File: src/rtl/shift_arbiter.sv
// shift_arbiter: two requesters share one 32-bit logical right shifter.
// Each requester has a valid/ready handshake. There is one registered result
// slot, tagged with the ID of the requester that issued the operation.
// Default build: fixed priority to r0, with a starvation bound for r1.
// Define SHIFT_ARB_RR_EN to build a strict round-robin arbiter instead.

// 5-stage logarithmic barrel shifter (logical right, zero fill)
module right_shifter (
  input  logic [31:0] operand,
  input  logic [4:0]  shamt,
  output logic [31:0] result
);
  logic [5:0][31:0] stg;

  assign stg[0] = operand;
  for (genvar i = 0; i < 5; i++) begin : g_stage
    assign stg[i+1] = shamt[i] ? (stg[i] >> (1 << i)) : stg[i];
  end
  assign result = stg[5];
endmodule

module shift_arbiter #(
  parameter int STARVE_LIMIT = 4,
  parameter int CNT_W        = 16
) (
  input  logic             clock,
  input  logic             resetn,
  input  logic             r0_valid,
  output logic             r0_ready,
  input  logic [31:0]      r0_operand,
  input  logic [4:0]       r0_shamt,
  input  logic             r1_valid,
  output logic             r1_ready,
  input  logic [31:0]      r1_operand,
  input  logic [4:0]       r1_shamt,
  output logic             res_valid,
  input  logic             res_ready,
  output logic [31:0]      res_data,
  output logic             res_id,
  output logic             busy,
  output logic [CNT_W-1:0] op_count
);
  typedef enum logic {IDLE, HOLD} state_t;
  typedef struct packed {
    logic [31:0] operand;
    logic [4:0]  shamt;
  } req_t;

  if (STARVE_LIMIT < 1 || STARVE_LIMIT > 255) begin : g_limit_chk
    $error("STARVE_LIMIT must be in 1..255");
  end

  state_t      state, state_nxt;
  logic        can_accept;
  logic        gnt_r1;     // 1: grant points at r1, 0: at r0
  logic        acc0, acc1, acc;
  req_t        req_sel;
  logic [31:0] shift_out;

  // Slot is free when empty, or when it is being drained this cycle
  assign can_accept = (state == IDLE) || res_ready;

`ifdef SHIFT_ARB_RR_EN
  logic last_grant;

  // With both requesters valid, the grant alternates away from the last winner
  always_comb begin
    gnt_r1 = 1'b0;
    if (r1_valid && !r0_valid)     gnt_r1 = 1'b1;
    else if (r1_valid && r0_valid) gnt_r1 = ~last_grant;
  end

  // Remember the last winner; the reset value 1 makes the first contended grant go to r0
  always_ff @(posedge clock or negedge resetn)
    if (!resetn)  last_grant <= 1'b1;
    else if (acc) last_grant <= acc1;
`else
  localparam int SW = $clog2(STARVE_LIMIT + 1);
  localparam logic [SW-1:0] LIMIT = SW'(STARVE_LIMIT);
  logic [SW-1:0] starve_cnt;

  // r0 wins contention unless r1 has been stalled for LIMIT cycles
  always_comb begin
    gnt_r1 = 1'b0;
    if (r1_valid && !r0_valid)     gnt_r1 = 1'b1;
    else if (r1_valid && r0_valid) gnt_r1 = (starve_cnt == LIMIT);
  end

  // Count the cycles r1 waits; the count saturates and clears on r1 accept or when r1 drops valid
  always_ff @(posedge clock or negedge resetn)
    if (!resetn)                   starve_cnt <= '0;
    else if (!r1_valid || acc1)    starve_cnt <= '0;
    else if (starve_cnt != LIMIT)  starve_cnt <= starve_cnt + 1'b1;
`endif

  assign r0_ready = can_accept && r0_valid && !gnt_r1;
  assign r1_ready = can_accept && r1_valid &&  gnt_r1;
  assign acc0     = r0_valid && r0_ready;
  assign acc1     = r1_valid && r1_ready;
  assign acc      = acc0 || acc1;

  assign req_sel  = gnt_r1 ? req_t'{r1_operand, r1_shamt} : req_t'{r0_operand, r0_shamt};

  right_shifter u_shift (
    .operand (req_sel.operand),
    .shamt   (req_sel.shamt),
    .result  (shift_out)
  );

  // State register
  always_ff @(posedge clock or negedge resetn)
    if (!resetn) state <= IDLE;
    else         state <= state_nxt;

  // Next state: an accept fills the slot, and a drain with no accept empties it
  always_comb begin
    state_nxt = state;
    unique case (state)
      IDLE: if (acc) state_nxt = HOLD;
      HOLD: if (res_ready && !acc) state_nxt = IDLE;
      default: state_nxt = IDLE;
    endcase
  end

  // Result slot and accept counter; these update only on an accept
  always_ff @(posedge clock or negedge resetn)
    if (!resetn) begin
      res_data <= '0;
      res_id   <= 1'b0;
      op_count <= '0;
    end else if (acc) begin
      res_data <= shift_out;
      res_id   <= acc1;
      op_count <= op_count + 1'b1;
    end

  assign res_valid = (state == HOLD);
  assign busy      = res_valid;
endmodule

File: config.mk
export PLATFORM = sky130hd
export DESIGN_NAME = shift_arbiter
export DESIGN_NICKNAME = d
export VERILOG_FILES = /design/src/rtl/shift_arbiter.sv
export SDC_FILE = /design/constraint.sdc
export NUM_CORES = 1
export LEC_CHECK = 0
export CAP_MARGIN = 20
export CORE_MARGIN = 10
export CORE_UTILIZATION = 46
export DETAILED_ROUTE_END_ITERATION = 10
export GPL_TIMING_DRIVEN = 1
export PLACE_DENSITY = 0.77
export RECOVER_POWER = 25
export REMOVE_ABC_BUFFERS = 1
export SYNTH_ARGS = -nofsm -noshare
export SYNTH_HDL_FRONTEND = slang
export SYNTH_SLANG_ARGS = --single-unit
File: constraint.sdc
create_clock -name clock -period 2.35 [get_ports clock]
set_clock_uncertainty 0.15 [all_clocks]
set_input_delay 0.47 -clock clock [delete_from_list [all_inputs] [get_ports clock]]
set_output_delay 0.47 -clock clock [all_outputs]
set_load 0.01 [all_outputs]
==> flow_metrics.env, run 1 <==
export IMPL_hold_path_end="op_count[15]"
export IMPL_grt_pass1_vias=5962
export IMPL_synth_seq_cells=53
export IMPL_grt_max_degree=54
export IMPL_cts_tree="done"
export IMPL_synth_top_family_by_area="multiplexers"
export IMPL_endpoint_kind="flop"
export IMPL_min_path_type="flop to flop"
export IMPL_grt_usage_pct=26.7
export IMPL_antennaDiodeCount=0
export IMPL_max_freq_mhz=423
export IMPL_rsz0062_at_grt="true"
export IMPL_r2r_end="res_data[3]"
export IMPL_io_pins=132
export IMPL_start_util_pct=46.7
export IMPL_die_width_um=127
export IMPL_placedCellCount=935
export IMPL_ys_flop_type="dfrtp_1"
export IMPL_drc_errors=0
export IMPL_switching_share_pct=36.5
export IMPL_setup_viol=1
export IMPL_clk_path_buf_depth=2
export IMPL_mostFrequentLayoutCells="buf_4, clkdlybuf4s50_1, nand2_1"
export IMPL_reg2reg_from="starve_cnt[0]"
export IMPL_p_int_mw=2.61
export IMPL_antenna_left=0
export IMPL_utilization_pct=73.3
export IMPL_combPwrFrac_pct=51.6
export IMPL_critPathKind="flop to flop"
export IMPL_grt_pass1_wl_mm=34.6
export IMPL_power_mw=4.11
export IMPL_core_mm2=0.0114
export IMPL_antenna_found_initial=0
export IMPL_fin_tns_setup_ns=-0.0148
export IMPL_yosysSeqAreaShare_pct=25.0
export IMPL_crit_fanout=5
export IMPL_reg2regPathDepth=9
export IMPL_drt_iter0_markers=524
export IMPL_timing_final_ws_setup_ns=-0.0148
export IMPL_yosysUniqueCellTypes=72
export IMPL_cts_sinks=53
export IMPL_path_clk_slew_ns=0.07
export IMPL_layout_cells_most_common="buf_4"
export IMPL_violations="negative setup slack"
export IMPL_synth_fa_ha_area_share_pct=0.707
export IMPL_netlist_area_mm2=0.00531
export IMPL_synthCells=540
export IMPL_design_area_mm2=0.00833
export IMPL_ctsHtreeMaxLevel=2
export IMPL_period_minus_slack_ns=2.36
export IMPL_finalMaxSlewViolations=0
export IMPL_drv_cap=0
export IMPL_muxShareOfSynthArea_pct=33.2
export IMPL_die_y_um=127
export IMPL_drt_pass1_iterations=4
export IMPL_whs_ns=0.321
export IMPL_port_buffers=131
export IMPL_hold_viol=0
export IMPL_core_rowCount=39
export IMPL_p_switching_mw=1.50
export IMPL_synth_compound_area_share_pct=13.9
export IMPL_synthXorXnorAreaFrac_pct=2.64
export IMPL_cts_root_buf="clkbuf_16"
export IMPL_p_leak_nw=3.59
export IMPL_min_period_over_period_pct=101
export IMPL_async_reset_ff_share_pct=100
export IMPL_avgRoutedWirePerCell_um=23.8
export IMPL_syn_area_per_cell_um2=9.83
export IMPL_grt_ovfl_total=0
export IMPL_clock_latency_ns=0.30
export IMPL_synth_edf_count=0
export IMPL_fin_nets=891
export IMPL_cp_arrival_ns=2.46
export IMPL_dp_slack_ns=-0.611
export IMPL_cp_data_required_time_ns=2.45
export IMPL_stdcell_count=953
export IMPL_vias_per_cell=6.20
export IMPL_vias=5906
export IMPL_powerDensity_mw_per_mm2=493
export IMPL_syn_to_final_growth_pct=57.0
export IMPL_ir_drop_v=0.000900
export IMPL_regToRegSetupSlack_ns=-0.01
export IMPL_yosys_warnings=0
export IMPL_status="finished with violations"
export IMPL_routed_wl_mm=22.7
export IMPL_cts_made_buffers=5
export IMPL_max_slew_margin_pct=10.6
export IMPL_drive_gt1_share_pct=37.5
export IMPL_power_share_sequential_pct=30.1
export IMPL_dpl_cell_area_mm2=0.00776
export IMPL_worstHoldPathCells=1
export IMPL_max_slew_worst_pin_slew_ns=1.34
export IMPL_cp_start_kind="flop"
export IMPL_dp_hpwl_mm=18.5
export IMPL_cts_hold_buf=0
export IMPL_gp_congestion=0.969
export IMPL_min_delay_start="op_count[15]"
export IMPL_die_area_mm2=0.0162
export IMPL_pwr_share_clk_pct=18.3
export IMPL_synthSimpleGateAreaFrac_pct=19.3
logic make-up (layout without fill, tap and decap cells):
logic type                 Yosys count  in the layout
AOI/OAI and AO/OA                  102            102
xor gates and xnor gates            16             16
adders and majority gates            3              3
buffers and inverters               45            314
DFF                                 53             53
muxes                              108            108
and+or+nand+nor                    213            214
power by group through the flow:
stage / clock (mW) / sequential (mW) / combinational, mW
finish: 0.750 / 1.24 / 2.12
global placement: 0 / 1.23 / 1.95
floorplan: 0 / 1.29 / 0.741
detailed placement: 0 / 1.24 / 1.98
global route: 0.785 / 1.25 / 2.25
CTS: 0.748 / 1.23 / 2.05
worst max-delay path: stages (launching register included):
cell and delay, ns:
dfrtp_1 0.37, inv_1 0.07, ha_4 0.18, a21bo_4 0.26
and3_4 0.21, buf_4 0.14, a21o_1 0.17, mux2_2 0.27
o211ai_1 0.32, a211o_1 0.17
how the worst max path moves through the flow:
stage | startpoint | to | slack, ns | cells after the start
after floorplan | r1_valid | res_data[10] | -0.70 | 4
after global placement | r1_shamt[1] | res_data[1] | -0.59 | 8
after detailed placement | r1_shamt[1] | res_data[1] | -0.61 | 8
after CTS | starve_cnt[0] | res_data[2] | 0.001 | 12
after global routing | starve_cnt[0] | res_data[5] | -0.05 | 12
final | starve_cnt[0] | res_data[3] | -0.01 | 9
state kept, by name, indices dropped and copies added (netlist names):
signal and cells:
starve_cnt 3, res_data 32, busy 1, res_id 1, op_count 16
repair_timing:
action / in CTS / in global routing
cloned: 2 / 0
gates resized for setup: 65 / 44
pin swaps: 7 / 12
setup buffers: 4 / 4
setup endpoints to repair: 34 / 30
layout make-up:
type                    instances  area (µm²)
inverters                       8        33.8
fillers                       823        3040
clock inverters                 2        15.0
multi-input cells             443        4010
well taps                     143         179
clock buffers                   6         129
flip-flops and latches         53        1330
repair buffers                298        2640
cell usage after synthesis (3+ instances only):
cell type	instances	area [µm²]
a211oi_1	3	22.5
mux2i_1	37	370
nand3_1	33	165
and2_1	4	25.0
mux4_2	44	991
a221o_1	4	40.0
mux2_2	18	203
a32oi_1	3	26.3
nand4_1	10	62.6
nor2b_1	3	18.8
or3_1	6	37.5
nor2_1	32	120
o211ai_1	10	75.1
nor3_1	7	35.0
clkbuf_1	8	30.0
a31oi_1	3	18.8
xor2_1	4	35.0
o31ai_1	4	30.0
o21ai_0	18	90.1
o21ai_1	7	35.0
buf_4	4	30.0
o22ai_1	3	18.8
and3_1	5	31.3
o2111ai_1	4	35.0
nand2b_1	5	31.3
nor4_1	4	25.0
nor2_2	4	25.0
buf_2	15	75.1
buf_6	8	90.1
mux4_1	5	131
xnor2_1	12	105
dfrtp_1	53	1330
nand2_1	89	334
a21oi_1	13	65.1
inv_1	6	22.5
a211o_1	3	26.3
ha_1	3	37.5
layer usage:
layer / part of all wire, % / up-vias / track usage, %
met2: 49 / 317 / 44.9
li1: - / 2615 / -
met3: 8.0 / 51 / 4.92
met1: 40 / 2923 / 33.8
met4: 3.0 / 0 / 9.18
met5: 0 / - / 0
No activity file was read; power rests on OpenSTA's default activity.
==> run 2, diff against run 1 <==
- SETUP_SLACK_MARGIN: not set -> 0.5
==> run 2 against run 1 <==
Sequential share of layout area is 1.3 points lower. Critical path depth did not move. Largest power group unchanged. Core utilization is 6.8 points higher. The run still ends with negative setup slack left. Fmax up 0.29%. Hold slack improved by 0.0017 ns. Sequential power is essentially flat. Via count rose by 5.6%. Largest cell class unchanged. Count of clock-buffer cells in the layout stayed put. Wire length grew 8.6%. Critical path type unchanged. Critical endpoint unchanged.
==> flow_metrics.env, run 2 (synthesis results as in run 1) <==
export IMPL_hold_viol=0
export IMPL_reg2regPathDepth=9
export IMPL_cts_made_buffers=5
export IMPL_whs_ns=0.322
export IMPL_largestRegisters="res_data x32, op_count x16, starve_cnt x3"
export IMPL_cts_tree="done"
export IMPL_dp_hpwl_mm=18.5
export IMPL_switching_share_pct=37.8
export IMPL_cts_root_buf="clkbuf_16"
export IMPL_mostFrequentLayoutCells="buf_4, nand2_1, dlygate4sd2_1"
export IMPL_clock_latency_ns=0.30
export IMPL_p_switching_mw=1.62
export IMPL_cp_data_required_time_ns=2.44
export IMPL_worstHoldPathCells=2
export IMPL_gp_congestion=0.969
export IMPL_dpl_cell_area_mm2=0.00776
export IMPL_core_rowCount=39
export IMPL_top_register="res_data"
export IMPL_fillers=699
export IMPL_antenna_left=0
export IMPL_grt_usage_pct=27.6
export IMPL_grt_ovfl_total=0
export IMPL_period_minus_slack_ns=2.36
export IMPL_critPathKind="flop to flop"
export IMPL_antenna_found_initial=0
export IMPL_max_slew_margin_pct=8.33
export IMPL_die_width_um=127
export IMPL_reg2reg_from="starve_cnt[0]"
export IMPL_timing_final_ws_setup_ns=-0.00805
export IMPL_power_mw=4.30
export IMPL_die_y_um=127
export IMPL_ff_latch_area_mm2=0.00133
export IMPL_min_period_over_period_pct=100
export IMPL_hold_path_end="res_data[29]"
export IMPL_min_delay_start="res_data[29]"
export IMPL_fin_tns_setup_ns=-0.00805
export IMPL_largest_reg_flops=32
export IMPL_combPwrFrac_pct=54.0
export IMPL_port_buffers=131
export IMPL_io_pins=132
export IMPL_start_util_pct=46.7
export IMPL_drt_iter0_markers=611
export IMPL_grt_max_degree=54
export IMPL_rsz0062_at_grt="true"
export IMPL_vias=6234
export IMPL_ir_drop_v=0.000830
export IMPL_core_mm2=0.0114
export IMPL_max_slew_worst_pin_slew_ns=1.38
export IMPL_routed_wl_mm=24.6
export IMPL_drt_pass1_iterations=5
export IMPL_p_leak_nw=4.23
export IMPL_ctsHtreeMaxLevel=2
export IMPL_endpoint_kind="flop"
export IMPL_dp_slack_ns=-0.611
export IMPL_clk_path_buf_depth=2
export IMPL_setup_viol=1
export IMPL_syn_to_final_growth_pct=71.6
export IMPL_cp_start_kind="flop"
export IMPL_drv_cap=0
export IMPL_finalMaxSlewViolations=0
export IMPL_path_clk_slew_ns=0.07
export IMPL_powerDensity_mw_per_mm2=472
export IMPL_p_int_mw=2.67
export IMPL_layout_cells_most_common="buf_4"
export IMPL_die_area_mm2=0.0162
export IMPL_status="finished with violations"
export IMPL_avgRoutedWirePerCell_um=24.9
export IMPL_drive_gt1_share_pct=47.5
export IMPL_cp_arrival_ns=2.45
export IMPL_regToRegSetupSlack_ns=-0.008
export IMPL_antennaDiodeCount=0
export IMPL_drc_errors=0
export IMPL_cts_hold_buf=0
export IMPL_min_path_type="flop to flop"
export IMPL_crit_fanout=5
export IMPL_design_area_mm2=0.00910
export IMPL_multi_input_area_mm2=0.00439
export IMPL_max_freq_mhz=424
export IMPL_pwr_share_clk_pct=17.3
export IMPL_fin_nets=925
export IMPL_cts_sinks=53
export IMPL_power_share_sequential_pct=28.7
export IMPL_grt_pass1_vias=6200
export IMPL_grt_pass1_wl_mm=35.7
export IMPL_violations="negative setup slack"
export IMPL_r2r_end="res_data[3]"
export IMPL_vias_per_cell=6.32
## run 2: changes by cell type in the layout (fill, tap and decap cells not counted), moves of 8 or more
cell             previous run  this run
dlymetal6s2s_1              2        19
o21ai_0                    15         6
buf_6                      13        39
nand3_2                     2        11
nor2_4                      2        10
clkdlybuf4s50_1           106        47
nand3_1                    31        21
dlygate4sd2_1              17        56
## run 2: layout make-up
| type | instances | area share (%) |
|---|---|---|
| sequential | 53 | 14.6 |
| inverter | 8 | 0.357 |
| multi-input combinational | 443 | 48.2 |
| clock buffer | 6 | 1.42 |
| timing repair buffer | 332 | 33.3 |
| tap | 143 | 1.97 |
| clock inverter | 2 | 0.165 |
## run 2: worst max-delay path, stage by stage (launching register included)
cell	delay, ns
dfrtp_1	0.38
inv_2	0.06
ha_4	0.17
a21bo_4	0.26
and3_4	0.21
buf_4	0.14
a21o_1	0.17
mux2_2	0.27
o211ai_1	0.33
a211o_1	0.18
## run 2: worst max path at each step
stage / start / to / slack (ns) / depth (start not counted)
final: starve_cnt[0] / res_data[3] / -0.008 / 9
after global routing: starve_cnt[0] / res_data[10] / -0.07 / 11
after CTS: r1_operand[9] / res_data[1] / 0.07 / 7
after detailed placement: r1_shamt[1] / res_data[1] / -0.61 / 8
after global placement: r1_shamt[1] / res_data[1] / -0.59 / 8
after floorplan: r1_valid / res_data[10] / -0.70 / 4
## run 2: power groups by stage
stage                     clock [mW]  combinational, mW  sequential (mW)
after floorplan                    0              0.741             1.29
after global placement             0               1.95             1.23
after detailed placement           0               1.98             1.24
after CTS                      0.748               2.09             1.22
after global routing           0.785               2.44             1.25
final                          0.744               2.32             1.23
## run 2: metal layers
metal  share of wire [%]  up-vias  GRT usage (%)  wire (µm)
met2                  49      408           45.7      12000
met1                  37     3067           33.7       9210
li1                    -     2685              -          -
met5                   0        -              0          0
met3                 9.2       74           6.24       2270
met4                 4.7        0           12.1       1160
## run 2: through the flow
step / instances / util [%]
2_1_floorplan: 503 / -
3_3_place_gp: 935 / 68.3
3_5_place_dp: 935 / 68.3
4_1_cts: 962 / 74.1
5_1_grt: 987 / 80.1
6_report: 987 / 80.1
## run 2: timing repair
action / CTS / global route
gates resized for setup: 188 / 121
endpoints found under the setup margin: 77 / 58
buffers inserted: 17 / 23
pin swaps: 38 / 46
cloned: 2 / 2
==> run 3, diff against run 2 <==
- GPL_TIMING_DRIVEN: 1 -> 0
- REMOVE_ABC_BUFFERS: 1 -> not set
- SLEW_MARGIN: not set -> 30
==> run 3 against run 2 <==
The run still ends with negative setup slack left. Fmax is 7.8% lower. Critical path depth is 3 higher. Hold slack better by 0.0074 ns. Power is 5.1% lower. Count of clock-buffer cells in the layout is 1 lower. Non-clock buffer count is 105 lower. First-iteration DRC count is 3.1% higher. Final area is 8.5% lower. Wire length is 8.7% lower. Final cell count is 11% lower.
==> flow_metrics.env, run 3 (synthesis results as in run 1) <==
export IMPL_status="finished with violations"
export IMPL_violations="negative setup slack"
export IMPL_placedCellCount=811
export IMPL_drv_cap=0
export IMPL_hold_viol=0
export IMPL_ir_drop_v=0.000573
export IMPL_critPathKind="flop to flop"
export IMPL_top_register="res_data"
export IMPL_drt_pass1_iterations=5
export IMPL_fin_tns_setup_ns=-0.433
export IMPL_antennaDiodeCount=0
export IMPL_max_slew_worst_pin_slew_ns=1.17
export IMPL_core_mm2=0.0114
export IMPL_cts_sinks=53
export IMPL_grt_pass1_vias=5638
export IMPL_gp_congestion=0.972
export IMPL_fillers=799
export IMPL_vias_per_cell=6.42
export IMPL_syn_to_final_growth_pct=57.0
export IMPL_drive_gt1_share_pct=37.2
export IMPL_endpoint_kind="flop"
export IMPL_drc_errors=0
export IMPL_design_area_mm2=0.00833
export IMPL_powerDensity_mw_per_mm2=490
export IMPL_cp_data_required_time_ns=2.36
export IMPL_io_pins=132
export IMPL_cts_made_buffers=5
export IMPL_min_path_type="flop to flop"
export IMPL_antenna_left=0
export IMPL_max_slew_margin_pct=22.2
export IMPL_start_util_pct=46.7
export IMPL_max_freq_mhz=391
export IMPL_dp_slack_ns=-0.868
export IMPL_timing_final_ws_setup_ns=-0.207
export IMPL_cts_root_buf="clkbuf_16"
export IMPL_core_rowCount=39
export IMPL_port_buffers=127
export IMPL_utilization_pct=73.3
export IMPL_mostFrequentLayoutCells="nand2_1, clkdlybuf4s50_1, dfrtp_1"
export IMPL_die_width_um=127
export IMPL_min_delay_start="res_data[16]"
export IMPL_dpl_cell_area_mm2=0.00697
export IMPL_grt_usage_pct=25.4
export IMPL_syn_num_nets=622
export IMPL_largestRegisters="res_data x32, op_count x16, starve_cnt x3"
export IMPL_stdcell_count=882
export IMPL_grt_pass1_wl_mm=32.9
export IMPL_cp_arrival_ns=2.57
export IMPL_largest_reg_flops=32
export IMPL_avgRoutedWirePerCell_um=25.5
export IMPL_layout_cells_most_common="nand2_1"
export IMPL_antenna_found_initial=0
export IMPL_die_y_um=127
export IMPL_clk_path_buf_depth=2
export IMPL_dp_hpwl_mm=16.9
export IMPL_rsz0062_at_grt="true"
export IMPL_finalMaxSlewViolations=0
export IMPL_routed_wl_mm=22.5
export IMPL_setup_viol=8
export IMPL_grt_max_degree=52
export IMPL_grt_ovfl_total=0
export IMPL_clock_latency_ns=0.30
export IMPL_cp_start_kind="flop"
export IMPL_fin_nets=820
export IMPL_ctsHtreeMaxLevel=2
export IMPL_period_minus_slack_ns=2.56
export IMPL_vias=5663
export IMPL_startpoint="starve_cnt[1]"
export IMPL_cts_tree="done"
export IMPL_p_leak_nw=3.83
export IMPL_reg2reg_from="starve_cnt[1]"
export IMPL_crit_fanout=9
export IMPL_drt_iter0_markers=630
export IMPL_whs_ns=0.330
export IMPL_die_area_mm2=0.0162
export IMPL_power_mw=4.08
export IMPL_path_clk_slew_ns=0.07
export IMPL_min_period_over_period_pct=109
## run 3: cell count changes in the layout (fill, tap and decap cells not counted), sizes merged, moves of 3 or more
| cell | previous run | this run |
|---|---|---|
| buf | 205 | 91 |
| dlygate4sd2 | 56 | 34 |
| clkbuf | 10 | 20 |
| clkdlybuf4s50 | 47 | 57 |
| dlymetal6s2s | 19 | 26 |
| clkdlybuf4s15 | 0 | 3 |
## run 3: power by group
| part | switching (mW) | leakage (nW) | internal (mW) |
|---|---|---|---|
| logic | 1.06 | 3.07 | 1.04 |
| registers | 0.130 | 0.687 | 1.08 |
| clock network | 0.365 | 0.0704 | 0.402 |
## run 3: area by class of cell
class | count | area (µm²) | area share (%)
clock inverter | 3 | 25.0 | 0.300
inverter | 8 | 35.0 | 0.421
sequential | 53 | 1330 | 15.9
timing repair buffer | 190 | 1870 | 22.5
clock buffer | 5 | 125 | 1.50
buffer | 37 | 420 | 5.05
tap | 143 | 179 | 2.15
multi-input combinational | 443 | 4340 | 52.2
## run 3: worst paths after layout
kind,endpoint,slack [ns],cells after the start
worst min register to register,res_data[16],0.33,2
worst max-delay path,res_data[13],-0.21,12
worst max register to register,res_data[13],-0.21,12
worst min-delay path,res_data[16],0.33,2
max in group asynchronous,res_data[16],0.35,3
min in group asynchronous,op_count[12],0.35,2
## run 3: critical path, stage by stage, from the launching register on
cell	delay (ns)
dfrtp_1	0.38
inv_2	0.06
ha_4	0.17
a21bo_1	0.17
buf_6	0.14
nand2_8	0.10
buf_12	0.13
buf_6	0.13
buf_12	0.13
mux2i_4	0.28
nand2_1	0.11
a32oi_1	0.29
nand3_1	0.17
## run 3: timing repair
action                                  CTS  global route
pin swaps                                31            36
resized for setup                       158            88
hold buffers                              1             0
endpoints found under the setup margin   72            68
buffers inserted                         31            27
cloned                                    0             4
endpoints found under the hold margin     2             0
## run 3: routing by layer
metal	GRT usage (%)	wire (µm)	up-vias
met4	9.65	870	0
met2	42.5	11000	344
met1	32.2	8770	2784
met5	0	0	-
met3	3.93	1800	63
li1	-	-	2472
